--- config.mk ---
export PLATFORM = sky130hd
export DESIGN_NAME = uart_tx_arbiter
export DESIGN_NICKNAME = d
export VERILOG_FILES = /design/src/rtl/uart_tx_arbiter.sv
export SDC_FILE = /design/constraint.sdc
export NUM_CORES = 1
export LEC_CHECK = 0
export ABC_AREA = 1
export BUFFER_PORTS_ARGS = -buffer_cell sky130_fd_sc_hd__buf_2
export CORE_UTILIZATION = 40
export DETAILED_ROUTE_END_ITERATION = 6
export GPL_ROUTABILITY_DRIVEN = 0
export PLACE_DENSITY_LB_ADDON = 0.3
export SETUP_SLACK_MARGIN = 0.4
export SKIP_CTS_REPAIR_TIMING = 1
export SYNTH_ARGS = -nofsm -noshare
export SYNTH_HDL_FRONTEND = slang
export SYNTH_SLANG_ARGS = --single-unit
--- constraint.sdc ---
create_clock -name clk -period 1.4 [get_ports clk]
set_input_delay 0.35 -clock clk [delete_from_list [all_inputs] [get_ports clk]]
set_output_delay 0.35 -clock clk [all_outputs]
set_load 0.05 [all_outputs]
--- src/rtl/uart_tx_arbiter.sv ---
// Round-robin arbiter sharing one UART byte transmitter between NUM_REQ byte
// sources, with packet lock and bounded waits on the transmitter and on the lock owner.
//
// state        | meaning
// S_IDLE       | no owner; round-robin pick among valid requesters
// S_ISSUE      | consume the owner's byte; tx_start/req_ready show up next cycle
// S_WAIT_BUSY  | wait for tx_busy to rise, bounded by BUSY_TIMEOUT
// S_WAIT_DONE  | frame on the wire; decide release or next byte when busy falls
// S_LOCK       | owner keeps the grant between packet bytes, bounded by LOCK_TIMEOUT
module uart_tx_arbiter #(
  parameter int NUM_REQ      = 2,
  parameter int LOCK_TIMEOUT = 4096,
  parameter int BUSY_TIMEOUT = 64
) (
  input  logic                 clk,
  input  logic                 rst,
  input  logic [NUM_REQ-1:0]   req_valid,
  input  logic [8*NUM_REQ-1:0] req_data,
  input  logic [NUM_REQ-1:0]   req_last,
  output logic [NUM_REQ-1:0]   req_ready,
  output logic [NUM_REQ-1:0]   grant,
  output logic                 tx_start,
  output logic [7:0]           tx_data,
  input  logic                 tx_busy,
  output logic                 timeout
);

  localparam int MAX_TO = (LOCK_TIMEOUT > BUSY_TIMEOUT) ? LOCK_TIMEOUT : BUSY_TIMEOUT;
  localparam int CNT_W  = $clog2(MAX_TO) + 1;
  localparam int IDX_W  = (NUM_REQ > 1) ? $clog2(NUM_REQ) : 1;

  localparam logic [CNT_W-1:0] BUSY_LOAD = CNT_W'(BUSY_TIMEOUT - 1);
  localparam logic [CNT_W-1:0] LOCK_LOAD = CNT_W'(LOCK_TIMEOUT - 1);
  localparam logic [IDX_W-1:0] LAST_IDX  = IDX_W'(NUM_REQ - 1);

  typedef enum logic [2:0] {
    S_IDLE,
    S_ISSUE,
    S_WAIT_BUSY,
    S_WAIT_DONE,
    S_LOCK
  } state_e;

  state_e             state_q, state_d;
  logic [IDX_W-1:0]   gidx_q, gidx_d;
  logic [NUM_REQ-1:0] grant_q, grant_d;
  logic [IDX_W-1:0]   last_grant_q, last_grant_d;
  logic               last_q, last_d;
  logic [CNT_W-1:0]   cnt_q, cnt_d;
  logic [NUM_REQ-1:0] req_ready_q, req_ready_d;
  logic               tx_start_q, tx_start_d;
  logic [7:0]         tx_data_q, tx_data_d;
  logic               timeout_q, timeout_d;

  logic               any_req;
  logic [IDX_W-1:0]   pick_idx;
  logic               release_owner;

  function automatic logic [IDX_W-1:0] rr_index(input logic [IDX_W-1:0] base, input int off);
    int s;
    s = int'(base) + off;
    if (s >= NUM_REQ) s = s - NUM_REQ;
    return IDX_W'(s);
  endfunction

  // Walk from the farthest offset down so the nearest requester after last_grant wins.
  always_comb begin
    any_req  = 1'b0;
    pick_idx = '0;
    for (int off = NUM_REQ; off >= 1; off--) begin
      if (req_valid[rr_index(last_grant_q, off)]) begin
        any_req  = 1'b1;
        pick_idx = rr_index(last_grant_q, off);
      end
    end
  end

  always_comb begin
    state_d       = state_q;
    gidx_d        = gidx_q;
    grant_d       = grant_q;
    last_grant_d  = last_grant_q;
    last_d        = last_q;
    cnt_d         = cnt_q;
    req_ready_d   = '0;
    tx_start_d    = 1'b0;
    tx_data_d     = tx_data_q;
    timeout_d     = timeout_q;
    release_owner = 1'b0;

    case (state_q)
      S_IDLE: begin
        if (any_req) begin
          gidx_d           = pick_idx;
          grant_d          = '0;
          grant_d[pick_idx] = 1'b1;
          state_d          = S_ISSUE;
        end
      end
      S_ISSUE: begin
        tx_start_d  = 1'b1;
        tx_data_d   = req_data[8*int'(gidx_q) +: 8];
        req_ready_d = grant_q;
        last_d      = req_last[gidx_q];
        cnt_d       = BUSY_LOAD;
        state_d     = S_WAIT_BUSY;
      end
      S_WAIT_BUSY: begin
        if (tx_busy) begin
          state_d = S_WAIT_DONE;
        end else if (cnt_q == '0) begin
          // Transmitter never answered: the byte is dropped, not retried.
          timeout_d     = 1'b1;
          release_owner = 1'b1;
        end else begin
          cnt_d = cnt_q - CNT_W'(1);
        end
      end
      S_WAIT_DONE: begin
        if (!tx_busy) begin
          if (last_q) begin
            release_owner = 1'b1;
          end else if (req_valid[gidx_q]) begin
            state_d = S_ISSUE;
          end else begin
            cnt_d   = LOCK_LOAD;
            state_d = S_LOCK;
          end
        end
      end
      S_LOCK: begin
        if (req_valid[gidx_q]) begin
          state_d = S_ISSUE;
        end else if (cnt_q == '0) begin
          release_owner = 1'b1;
        end else begin
          cnt_d = cnt_q - CNT_W'(1);
        end
      end
      default: begin
        state_d = S_IDLE;
        grant_d = '0;
      end
    endcase

    if (release_owner) begin
      grant_d      = '0;
      last_grant_d = gidx_q;
      state_d      = S_IDLE;
    end
  end

  always_ff @(posedge clk or posedge rst) begin
    if (rst) begin
      state_q      <= S_IDLE;
      gidx_q       <= '0;
      grant_q      <= '0;
      last_grant_q <= LAST_IDX;
      last_q       <= 1'b0;
      cnt_q        <= '0;
      req_ready_q  <= '0;
      tx_start_q   <= 1'b0;
      tx_data_q    <= '0;
      timeout_q    <= 1'b0;
    end else begin
      state_q      <= state_d;
      gidx_q       <= gidx_d;
      grant_q      <= grant_d;
      last_grant_q <= last_grant_d;
      last_q       <= last_d;
      cnt_q        <= cnt_d;
      req_ready_q  <= req_ready_d;
      tx_start_q   <= tx_start_d;
      tx_data_q    <= tx_data_d;
      timeout_q    <= timeout_d;
    end
  end

  assign req_ready = req_ready_q;
  assign grant     = grant_q;
  assign tx_start  = tx_start_q;
  assign tx_data   = tx_data_q;
  assign timeout   = timeout_q;

endmodule

==> qor.csv <==
stage,metric,value,unit
cells_and_area,nets,401,
placed_design,dpl.hpwl,3395,um
power_and_ir_drop,ir_drop,1.528,mV
routing,wirelength,6018,um
power_and_ir_drop,power_density,2732,nW/um2
worst_setup_path,start_kind,flop,
cts,cts_root_buf,clkbuf_8,
placed_design,pre_cts_ws,-0.09503,ns
worst_setup_path,path_max_fanout,5,
sta,worstMarginPinSlew,0.3731,ns
cells_and_area,diodes,0,
sta,finalHoldViolations,0,
logic_synthesis,avgSynthCellArea,6.908,um2
logic_synthesis,synth_fp_nets,309,
worst_hold_path,hp-class,in -> async,
power_and_ir_drop,p_leak,1.632,nW
sta,fin_setup_tns,-0.8667,ns
grt,antenna_found_initial,0,
cts,cts.reportedPaths.clkPinSlew,0.07,ns
sta,fmax,679.2,MHz
job,drv_cap,0,
routing,drt_iter0_markers,147,
logic_synthesis,synthTopCellsByArea,"dfrtp_1 (41%), nand2_1 (17%), nor2_1 (9.9%), inv_1 (7.1%), nand3_1 (4.3%)",
worst_setup_path,endpoint_kind,flop,
sta,fin_ws,-0.07225,ns
grt,grt_max_degree,34,
routing,drc,0,
logic_synthesis,synth_top_cell_by_area,dfrtp_1,
grt,grtUsageTotal,20.63,%
cells_and_area,syn2layout_area_growth,64.92,%
cts,cts_buffers,5,
grt,grt_pass1_vias,1984,
floorplan,die_area,5189,um2
logic_synthesis,ys_ff_latch,33,
grt,met2_usage,35.12,%
floorplan,die_w,72.04,um
logic_synthesis,yosysTopAreaCellShare,40.82,%
grt,grt_pass1_wl,8424,um
power_and_ir_drop,power.total,8.841,mW
grt,met3_usage,4.444,%
logic_synthesis,ys.warnings.count,0,
cts,clock_sinks,33,
sta,maxSlewViolCount,0,
floorplan,num_rows,25,
cts,cts_tree,built,
logic_synthesis,synthCells,284,
grt,gr-total-overflow,0,
floorplan,core_area,4723,um2
routing,ant_nets,0,
floorplan,die_h,72.04,um
grt,met1_usage,25.02,%
sta,rsz0062_at_grt,true,
cells_and_area,final_util,68.50,%
floorplan,top_level_ports,37,
cells_and_area,stdcell_area,3236,um2
status,status,finished with violations,
sta,fin_skew,0.003074,ns
routing,drt-wirelength-per-cell,13.55,um
cts,h-tree-depth,2,
status,violations,setup timing,
placed_design,dpl_cell_area,2462,um2
routing,drtPass1Iterations,4,
routing,vias,2219,
worst_setup_path,worstPathArrival,1.65,ns
grt,busiest_layer,met2,
sta,setup_viol,18,
sta,timing.slew.headroom,75.03,%
placed_design,port_buffers,36,
routing,avgViaCountPerCell,4.998,
cts,cts_buffer_depth,2,
sta,fin_crit,1.472,ns
worst_setup_path,cp.required,1.58,ns
logic_synthesis,syn_area,1962,um2
logic_synthesis,seq_area_frac_synth,42.16,%
sta,fin_crit_sh,105.2,%
cells_and_area,layout-drive-gt1-share,50.40,%
logic_synthesis,synth_cell_type_count,28,
floorplan,start_util,41.54,%
worst_setup_path,critical_path_class,reg -> reg,
cts,worstSkewPairLatency,0.29,ns
-- cells in the mapped netlist, drive strengths merged --
cell type and count:
dfstp 1, a21oi 5, or2 1, nand3 19, buf 5, clkbuf 1
ha 2, clkinv 1, nand2 95, o21ai 15, nand4 2, o21bai 1
o31ai 10, nor2 55, dfrtp 32, inv 38, xor2 1
-- per-layer routing --
layer	vias up	part of all wire, %
li1	1077	-
met4	0	2.1
met3	16	5.0
met2	69	52
met1	1057	41
met5	-	0
-- final timing paths --
kind | cells after the start | start | endpoint | slack [ns]
hold reg to reg | 2 | last_grant_q$_DFFE_PP1P_ | last_grant_q$_DFFE_PP1P_ | 0.48
hold / removal | 3 | rst | tx_data[4]$_DFFE_PP0P_ | 0.08
min in group clk | 3 | req_data[4] | tx_data[4]$_DFFE_PP0P_ | 0.35
setup / recovery | 8 | state_q[1]$_DFFE_PP0P_ | cnt_q[2]$_DFFE_PP0P_ | -0.07
setup reg to reg | 8 | state_q[1]$_DFFE_PP0P_ | cnt_q[2]$_DFFE_PP0P_ | -0.07
max in group asynchronous | 3 | rst | last_grant_q$_DFFE_PP1P_ | 1.07
-- worst max-delay path, cell delays in order (launching register included) --
cell,delay (ns)
dfrtp_2,0.47
nand3_2,0.15
nor2_2,0.07
nor2_1,0.15
nand2_2,0.15
inv_6,0.15
nand2_8,0.09
nand2_4,0.08
o21ai_2,0.05
-- per-stage QoR --
step / hold WS (ns) / instances
2_1_floorplan: 0.2842 / 284
3_3_place_gp: 0.3965 / 413
3_5_place_dp: 0.4030 / 413
4_1_cts: 0.08414 / 421
5_1_grt: 0.1055 / 444
6_report: 0.08194 / 444
-- cell families after synthesis --
| family | Yosys count | synth area share (%) |
|---|---|---|
| simple gates | 172 | 36.16 |
| buf+inv | 45 | 9.884 |
| flops | 33 | 42.16 |
| xor+xnor | 1 | 0.4465 |
| fa+ha+maj | 2 | 1.275 |
| compound gates | 31 | 10.08 |
-- cell usage in the layout (no fill, tap or decap), drive strengths merged --
| cell | n |
|---|---|
| o31ai | 10 |
| o21bai | 1 |
| buf | 85 |
| dfstp | 1 |
| o21ai | 15 |
| xor2 | 1 |
| or2 | 1 |
| clkinvlp | 3 |
| nand3 | 19 |
| dfrtp | 32 |
| nand4 | 2 |
| clkinv | 2 |
| a21oi | 6 |
| ha | 2 |
| clkbuf | 7 |
| nand2 | 97 |
| inv | 38 |
| nor2 | 55 |
-- registers in the layout, summed over array words and instances (netlist names) --
| signal | flops |
|---|---|
| req_ready | 2 |
| tx_start | 1 |
| cnt_q | 13 |
| last_grant_q | 1 |
| last_q | 1 |
| gidx_q | 1 |
| grant | 2 |
| state_q | 3 |
| tx_data | 8 |
| timeout | 1 |
-- report_power, final --
part | total [mW] | switching [mW] | internal, mW
sequential | 1.75 | 0.353 | 1.40
combinational | 6.28 | 3.77 | 2.51
clock | 0.810 | 0.365 | 0.444
total | 8.84 | 4.49 | 4.35
-- area by class of cell --
| class | instances | area [um2] |
|---|---|---|
| Clock buffer | 7 | 96.34 |
| Clock inverter | 1 | 5.005 |
| Fill cell | 353 | 1488 |
| Inverter | 39 | 168.9 |
| Multi-Input combinational cell | 209 | 1344 |
| Sequential cell | 33 | 829.5 |
| Tap cell | 67 | 83.83 |
| Timing Repair Buffer | 85 | 678.2 |
| Timing Repair inverter | 3 | 30.03 |
No activity file was read; power rests on OpenSTA's default activity.
